<file path="src/rtl/ahb_txn_queue.sv">
// ahb_txn_queue: command/response staging in front of the AHB master bridge.
// Requester commands are buffered in a command FIFO and presented one per
// handshake to the master. Read issue is gated by credits so that the
// response FIFO always has room for read data, which the master cannot stall.
//
// Handshakes: a transfer happens on a cycle where valid & ready are both 1
// at the rising clock edge. A valid side never depends combinationally on
// its own ready input, and holds its payload stable until the transfer.
// i_rd_valid is a single-cycle pulse with no ready (always accepted).
module ahb_txn_queue #(
  parameter int DATA_WIDTH = 32,
  parameter int ADDR       = 32,
  parameter int CMD_DEPTH  = 4,
  parameter int RSP_DEPTH  = 4,
  parameter int TAG_W      = 4
) (
  input  logic                         i_clk_ahb,
  input  logic                         i_rst_ahb,
  input  logic                         i_req_valid,
  output logic                         o_req_ready,
  input  logic [ADDR-1:0]              i_req_addr,
  input  logic [DATA_WIDTH-1:0]        i_req_wdata,
  input  logic                         i_req_rd0_wr1,
  input  logic [TAG_W-1:0]             i_req_tag,
  output logic                         o_valid,
  output logic [ADDR-1:0]              o_addr,
  output logic [DATA_WIDTH-1:0]        o_wr_data,
  output logic                         o_rd0_wr1,
  input  logic                         i_ready,
  input  logic [DATA_WIDTH-1:0]        i_rd_data,
  input  logic                         i_rd_valid,
  output logic                         o_rsp_valid,
  output logic [DATA_WIDTH-1:0]        o_rsp_data,
  output logic [TAG_W-1:0]             o_rsp_tag,
  input  logic                         i_rsp_ready,
  output logic [$clog2(CMD_DEPTH):0]   o_cmd_count,
  output logic                         o_err_unexp_rd
);

  localparam int CAW = $clog2(CMD_DEPTH);
  localparam int RAW = $clog2(RSP_DEPTH);
  localparam int CW  = ADDR + DATA_WIDTH + 1 + TAG_W;
  localparam int RW  = DATA_WIDTH + TAG_W;
  localparam logic [CAW:0] CMD_FULL = (CAW+1)'(CMD_DEPTH);
  localparam logic [RAW:0] RSP_FULL = (RAW+1)'(RSP_DEPTH);

  // Command FIFO storage and control
  logic [CW-1:0]  cmd_mem [CMD_DEPTH];
  logic [CAW-1:0] cmd_wr_ptr, cmd_rd_ptr;
  logic [CAW:0]   cmd_cnt;

  // Outstanding-read tag FIFO
  logic [TAG_W-1:0] tag_mem [RSP_DEPTH];
  logic [RAW-1:0]   tag_wr_ptr, tag_rd_ptr;
  logic [RAW:0]     tag_cnt;

  // Response FIFO ({data, tag})
  logic [RW-1:0]  rsp_mem [RSP_DEPTH];
  logic [RAW-1:0] rsp_wr_ptr, rsp_rd_ptr;
  logic [RAW:0]   rsp_cnt;

  // Read credits: free response slots not yet claimed by an issued read
  logic [RAW:0]   credits;
  logic           err_q;

  logic [ADDR-1:0]       head_addr;
  logic [DATA_WIDTH-1:0] head_wdata;
  logic                  head_wr;
  logic [TAG_W-1:0]      head_tag;
  logic                  cmd_not_full, issue_ok;
  logic                  cmd_push, cmd_pop, rd_issue;
  logic                  tag_pop, rsp_push, rsp_pop, unexp_rd;

  assign {head_addr, head_wdata, head_wr, head_tag} = cmd_mem[cmd_rd_ptr];

  assign cmd_not_full = (cmd_cnt != CMD_FULL);
  // A read at the head waits for a credit and blocks everything behind it.
  assign issue_ok     = (cmd_cnt != '0) && (head_wr || (credits != '0));
  assign cmd_push     = i_req_valid & cmd_not_full;
  assign cmd_pop      = issue_ok & i_ready;
  assign rd_issue     = cmd_pop & ~head_wr;
  assign tag_pop      = i_rd_valid & (tag_cnt != '0);
  assign rsp_push     = tag_pop;
  assign unexp_rd     = i_rd_valid & (tag_cnt == '0);
  assign rsp_pop      = (rsp_cnt != '0) & i_rsp_ready;

  // Outputs are forced low for as long as reset is held.
  assign o_req_ready    = ~i_rst_ahb & cmd_not_full;
  assign o_valid        = ~i_rst_ahb & issue_ok;
  assign o_addr         = i_rst_ahb ? '0 : head_addr;
  assign o_wr_data      = i_rst_ahb ? '0 : head_wdata;
  assign o_rd0_wr1      = ~i_rst_ahb & head_wr;
  assign o_rsp_valid    = ~i_rst_ahb & (rsp_cnt != '0);
  assign o_rsp_data     = i_rst_ahb ? '0 : rsp_mem[rsp_rd_ptr][RW-1:TAG_W];
  assign o_rsp_tag      = i_rst_ahb ? '0 : rsp_mem[rsp_rd_ptr][TAG_W-1:0];
  assign o_cmd_count    = i_rst_ahb ? '0 : cmd_cnt;
  assign o_err_unexp_rd = ~i_rst_ahb & err_q;

  // Storage arrays: written on push only, contents are don't-care when empty
  always_ff @(posedge i_clk_ahb) begin
    if (cmd_push) cmd_mem[cmd_wr_ptr] <= {i_req_addr, i_req_wdata, i_req_rd0_wr1, i_req_tag};
    if (rd_issue) tag_mem[tag_wr_ptr] <= head_tag;
    if (rsp_push) rsp_mem[rsp_wr_ptr] <= {i_rd_data, tag_mem[tag_rd_ptr]};
  end

  // Command FIFO pointers and occupancy
  always_ff @(posedge i_clk_ahb or posedge i_rst_ahb) begin
    if (i_rst_ahb) begin
      cmd_wr_ptr <= '0;
      cmd_rd_ptr <= '0;
      cmd_cnt    <= '0;
    end else begin
      if (cmd_push) cmd_wr_ptr <= cmd_wr_ptr + CAW'(1);
      if (cmd_pop)  cmd_rd_ptr <= cmd_rd_ptr + CAW'(1);
      case ({cmd_push, cmd_pop})
        2'b10:   cmd_cnt <= cmd_cnt + (CAW+1)'(1);
        2'b01:   cmd_cnt <= cmd_cnt - (CAW+1)'(1);
        default: cmd_cnt <= cmd_cnt;
      endcase
    end
  end

  // Outstanding-tag FIFO: pushed on read issue, popped on returning data
  always_ff @(posedge i_clk_ahb or posedge i_rst_ahb) begin
    if (i_rst_ahb) begin
      tag_wr_ptr <= '0;
      tag_rd_ptr <= '0;
      tag_cnt    <= '0;
    end else begin
      if (rd_issue) tag_wr_ptr <= tag_wr_ptr + RAW'(1);
      if (tag_pop)  tag_rd_ptr <= tag_rd_ptr + RAW'(1);
      case ({rd_issue, tag_pop})
        2'b10:   tag_cnt <= tag_cnt + (RAW+1)'(1);
        2'b01:   tag_cnt <= tag_cnt - (RAW+1)'(1);
        default: tag_cnt <= tag_cnt;
      endcase
    end
  end

  // Response FIFO pointers and occupancy
  always_ff @(posedge i_clk_ahb or posedge i_rst_ahb) begin
    if (i_rst_ahb) begin
      rsp_wr_ptr <= '0;
      rsp_rd_ptr <= '0;
      rsp_cnt    <= '0;
    end else begin
      if (rsp_push) rsp_wr_ptr <= rsp_wr_ptr + RAW'(1);
      if (rsp_pop)  rsp_rd_ptr <= rsp_rd_ptr + RAW'(1);
      case ({rsp_push, rsp_pop})
        2'b10:   rsp_cnt <= rsp_cnt + (RAW+1)'(1);
        2'b01:   rsp_cnt <= rsp_cnt - (RAW+1)'(1);
        default: rsp_cnt <= rsp_cnt;
      endcase
    end
  end

  // Credits: taken by a read issue, returned when its response is consumed
  always_ff @(posedge i_clk_ahb or posedge i_rst_ahb) begin
    if (i_rst_ahb) begin
      credits <= RSP_FULL;
    end else begin
      case ({rd_issue, rsp_pop})
        2'b10:   credits <= credits - (RAW+1)'(1);
        2'b01:   credits <= credits + (RAW+1)'(1);
        default: credits <= credits;
      endcase
    end
  end

  // Sticky flag for read data that arrived with no read outstanding
  always_ff @(posedge i_clk_ahb or posedge i_rst_ahb) begin
    if (i_rst_ahb)     err_q <= 1'b0;
    else if (unexp_rd) err_q <= 1'b1;
  end

endmodule

</file>
<file path="config.mk">
export PLATFORM = sky130hd
export DESIGN_NAME = ahb_txn_queue
export DESIGN_NICKNAME = d
export VERILOG_FILES = /design/src/rtl/ahb_txn_queue.sv
export SDC_FILE = /design/constraint.sdc
export NUM_CORES = 1
export LEC_CHECK = 0
export CORE_UTILIZATION = 56
export CTS_BUF_LIST = sky130_fd_sc_hd__clkbuf_16
export DETAILED_ROUTE_END_ITERATION = 10
export MAX_ROUTING_LAYER = met4
export PLACE_DENSITY = 0.8
export SYNTH_ARGS = -nofsm -noshare
export SYNTH_HDL_FRONTEND = slang
export SYNTH_SLANG_ARGS = --single-unit
</file>
<file path="constraint.sdc">
create_clock -name i_clk_ahb -period 3.9 [get_ports i_clk_ahb]
set_clock_uncertainty 0.05 [all_clocks]
set_input_delay 0.39 -clock i_clk_ahb [delete_from_list [all_inputs] [get_ports i_clk_ahb]]
set_output_delay 0.39 -clock i_clk_ahb [all_outputs]
set_load 0.005 [all_outputs]
</file>
==> metrics, run 1 <==
status=finished, final reports clean; GR peak layer=met2; clk slew on worst S/H paths=approximately 0.060 ns; # setup viols final=0; Vias=roughly 8500; r2r setup slk=between 1 and 1.5 ns; Setup Fix Bufs, Post-CTS=0; Power Density=725 nW/um^2; critical path arrival=2.81 ns; hold buffers post-CTS=0; initial DRC count=~520; biggest area consumer among synthesized cells=edfxtp_1; design area=approximately 22000 um^2; syn_area_per_cell=approximately 22 um^2; critical-path maximum fanout=42; Rows=64; DR DRC count=0; Mapped Cells=between 800 and 900; final hold vios=0; CTS tree=done; Worst-Skew Late Latency=0.54 ns; syn_nets=approximately 950; Leak Pwr=between 7 and 8 nW; reg2reg path depth=7; post-synthesis cell type count=32; CP required=around 3.5 ns; Post-synth EDFFs=about 440; CTS resizes=0; Final period util=between 80% and 90%; worst r2r src=cmd_rd_ptr[0]; core area=around 31000 um^2; first-pass GRT wire length=between 50000 and 60000 um; GR Util met1=between 20% and 30%; Pins Over Slew Limit=0; DR WL/cell=around 22 um; minimum clock period=about 3.3 ns; R2R Path End=credits[1]; Die H=between 150 and 200 um; most frequent cells after synthesis=edfxtp_1, and2_1, mux4_2; Synth area leaders=edfxtp_1, mux4_2, and2_1; I/O pins=215; initial antenna violation count=4; post-synthesis cell area=roughly 18000 um^2; grt ovf=0; Initial Util=57.6%; post-route ant nets=0; met2 Use GR=a little over a third; clock root buffer=clkbuf_16; fraction of registers with async set/reset=approximately 5.4%; HP Class=input port to asynchronous set/reset pin; Vias/cell=approximately 5.7; met3 Use GR=around 5.6%; vias in the first global route=9191; dpl cell area=20600 um^2; worst vdd ir=roughly 0.47 mV; FMAX=roughly 300 MHz; # port buffers=roughly 210; CP Launch Type=register; die area=32600 um^2; fin nets=1194; Clock Tree Buf Depth=3; worst-margin pin slew=0.977 ns; RD Place Congestion=0.739; cts bufs inserted=between 40 and 50; critical path start-end classification=register to output port; count leader, synth=edfxtp_1; max cap viols=0; die width=180 um; gr usage total=approximately 22%; post-DP HPWL=20700 um; top-area cell type share of the netlist area=approximately 73%; drt pass-1 iters=4; Worst Setup End Kind=output port; tightest hold margin=0.336 ns; YS warnings=0; Seq/Total Area, Yosys=approximately 77%; Num Clock Sinks=461; RSZ-0062 raised after global routing=false; share of layout cells above drive strength 1=between 10% and 20%; largest net degree at the start of global routing=between 50 and 60; Max H-tree Level=2; FF+latch count, synth=about 460; Top FF cell, synth=edfxtp_1; Slew HR=34.9%; area delta synth->final=23.8%; setup TNS=0 ns; WL final=33500 um
[logic make-up after synthesis]
| logic type | share of synthesized area, % |
|---|---|
| compound gates | 0.400 |
| xor+xnor | 0.982 |
| fa+ha+maj | 1.57 |
| buf+inv | 1.35 |
| flops | 76.9 |
| mux | 14.2 |
| simple gates | 4.60 |
[sequential cells by signal, indices dropped and copies added (netlist names), 3 cells and up]
name,count
credits,3
cmd_mem,276
tag_cnt,3
tag_mem,16
rsp_cnt,3
cmd_cnt,3
rsp_mem,144
[through the flow]
stage,cells,utilization [%],setup slack [ns],power [mW]
after floorplan,820,-,0.944,9.95
after global placement,1415,66.4,1.01,11.7
after detailed placement,1415,66.4,0.914,11.9
after CTS,1498,71.2,0.590,16.2
after global routing,1502,71.2,0.496,16.7
final,1502,71.2,0.649,16.0
[routing by layer]
| metal | routed length [um] | up-vias |
|---|---|---|
| met5 | 0 | - |
| met4 | 713 | 0 |
| met3 | 2640 | 55 |
| met2 | 16600 | 320 |
| met1 | 13600 | 4374 |
| li1 | - | 3779 |
[where the power goes]
part	total, mW	switching, mW	internal, mW
sequential	7.20	0.544	6.66
clock	4.28	1.76	2.52
combinational	4.53	1.99	2.53
total	16.0	4.29	11.7
[worst max-delay path: stages, from the launching register on]
cell and delay, ns:
dfrtp_4 0.60, buf_12 0.35, mux4_2 0.61, and2_1 0.19, clkdlybuf4s50_1 0.46
[cells in the final DEF, fill, tap and decap left out, types with 3 or more instances in the layout]
cell / count
clkinv_1: 9
and2_2: 4
inv_1: 27
clkbuf_16: 47
buf_4: 16
edfxtp_1: 436
nor2_1: 11
bufinv_16: 5
xor2_1: 10
xnor2_1: 10
dfrtp_1: 20
mux4_2: 109
nand2_1: 4
clkinv_2: 10
buf_12: 6
diode_2: 4
mux2i_1: 4
and2_4: 4
ha_1: 16
nor3_1: 3
fa_1: 4
and2_1: 105
clkdlybuf4s50_1: 214
[cell type report]
| cell class | instances | area [um^2] |
|---|---|---|
| Clock inverter | 36 | 310 |
| Fill cell | 1805 | 8920 |
| Tap cell | 396 | 495 |
| Antenna cell | 4 | 10.0 |
| Inverter | 20 | 77.6 |
| Timing Repair Buffer | 236 | 2380 |
| Sequential cell | 461 | 13700 |
| Multi-Input combinational cell | 302 | 3890 |
| Clock buffer | 47 | 1180 |
[worst max-delay path by stage]
stage	depth (start not counted)	from	slack, ns	to
3_5_place_dp	5	i_rst_ahb	0.91	o_rsp_data[10]
2_1_floorplan	3	cmd_cnt[0]	0.94	cmd_mem[0][0]
5_1_grt	4	cmd_rd_ptr[0]	0.50	o_wr_data[29]
3_3_place_gp	5	i_rst_ahb	1.01	o_wr_data[30]
4_1_cts	4	cmd_rd_ptr[0]	0.59	o_wr_data[29]
6_report	4	cmd_rd_ptr[0]	0.65	o_wr_data[7]
(Power assumes the default switching activity.)
==> run 2: changes to the inputs <==
CORE_UTILIZATION = 50   (was 56)
PLACE_DENSITY = 0.76   (was 0.8)
clock period = 2.9 ns   (was 3.9 ns; I/O delays follow)
==> run 2 against run 1 <==
Effect of this change: count of clock-buffer cells in the layout grew 2; clock power up 36%; sequential share of layout area is 1.3 points lower; critical path type unchanged.
==> metrics, run 2 (synthesis gave the netlist of run 1 again) <==
Top reg by flops=cmd_mem; Initial Util=between 50% and 60%; hold buffers post-CTS=0; CP Launch Type=register; share of layout cells above drive strength 1=20.6%; total power=about 22 mW; fin nets=roughly 1200; Worst Setup End Kind=output port; vias in the first global route=just over 9000; tightest hold margin=0.146 ns; RD Place Congestion=0.733; Worst-Skew Late Latency=around 0.55 ns; worst-margin pin slew=about 0.60 ns; area delta synth->final=26.4%; DR DRC count=0; CTS tree=done; Slowest-stage cell, CP=dfrtp_4; max cap viols=0; DR WL/cell=between 20 and 25 um; Rows=between 60 and 70; minimum clock period=about 2.9 ns; critical path start-end classification=register to output port; Die H=~190 um; CP cell instances=bufbuf_16 > mux4_2 > and2_1 > clkdlybuf4s50_1; CP required=around 2.6 ns; Power Density=971 nW/um^2; # port buffers=between 200 and 250; status=finished, final reports clean; core area=34800 um^2; grt ovf=0; die width=191 um; die area=about 36000 um^2; I/O pins=between 200 and 250; Vias=about 8500; HP Class=input port to asynchronous set/reset pin; Slew HR=around 60%; critical path's top delay family=buffers and inverters; Pins Over Slew Limit=0; WL final=approximately 34000 um; Leak Pwr=between 7 and 8 nW; worst vdd ir=0.680 mV; initial antenna violation count=3; max FFs per register=276; Num Clock Sinks=around 460; Final period util=99.0%; Buf/Inv on CP=2; leading cell type in the layout, fill and taps excluded=edfxtp_1; post-route ant nets=0; critical path arrival=approximately 2.5 ns; final hold vios=0; RSZ-0062 raised after global routing=true; most frequent cells in the layout=edfxtp_1, clkdlybuf4s50_1, mux4_2, and2_1, clkbuf_16; critical-path maximum fanout=10; Vias/cell=about 5.4; cts bufs inserted=46; post-DP HPWL=between 20000 and 25000 um; slowest cell delay on critical path=between 0.5 and 0.6 ns; drt pass-1 iters=4; gr usage total=between 10% and 20%; clk slew on worst S/H paths=about 0.06 ns; biggest regs=cmd_mem: 276 flops, rsp_mem: 144 flops, tag_mem: 16 flops; largest net degree at the start of global routing=84; Clock Tree Buf Depth=3; clock root buffer=clkbuf_16; FMAX=around 350 MHz; Max H-tree Level=2; first-pass GRT wire length=roughly 52000 um; initial DRC count=just under 400; # setup viols final=0
==> run 2: routing by layer <==
layer  track usage [%]  part of all wire (%)
met5                 -                     0
met4              5.11                   1.7
met3              6.26                   8.4
met2              32.5                    50
met1              23.6                    40
==> run 2: timing repair <==
item / 4_1_cts / 5_1_grt
gates resized for setup: 25 / 7
setup buffers: 4 / 1
hold endpoints to repair: 0 / 0
endpoints found under the setup margin: 71 / 21
cloned: 2 / 0
==> run 2: worst reg2reg max path: stages, from the launching register on <==
cell and delay [ns]:
dfrtp_4 0.53, buf_4 0.19, mux4_2 0.53, buf_4 0.16
nor3_4 0.16, inv_1 0.08, ha_1 0.22, inv_1 0.07
fa_1 0.39, mux2_2 0.26
==> run 2: through the flow <==
step                cell area [um^2]  util [%]  cells  setup TNS, ns  setup WS (ns)
floorplan                      17800         -    820              0          0.475
detailed placement             20900      60.1   1485              0          0.381
CTS                            22500      64.7   1575         -0.152        -0.0349
global route                   22500      64.8   1579         -0.393        -0.0631
finish                         22500      64.8   1579              0         0.0290
global placement               20900      60.1   1485              0          0.406
==> run 2: layout make-up <==
type / instances / area (um^2)
flip-flops and latches: 461 / 13700
fillers: 2308 / 12300
multi-input cells: 302 / 3890
repair buffers: 254 / 2750
clock buffers: 49 / 1230
well taps: 455 / 569
clock inverters: 35 / 285
inverters: 20 / 77.6
diodes: 3 / 7.51
==> run 2: report_power, final <==
part / switching [mW] / internal [mW]
clock: 2.35 / 3.48
combinational: 2.91 / 3.71
sequential: 0.489 / 8.94
total: 5.74 / 16.1
==> run 2: worst paths after layout <==
kind	start	end	slack [ns]	depth (start not counted)
max	cmd_rd_ptr[0]	o_wr_data[18]	0.03	4
min	i_rst_ahb	cmd_cnt[1]	0.15	3
max reg2reg	cmd_rd_ptr[0]	credits[1]	0.14	9
min reg2reg	err_q	err_q	0.41	1
max in group asynchronous	i_rst_ahb	credits[2]	2.10	4
min in group i_clk_ahb	i_rd_valid	err_q	0.31	2
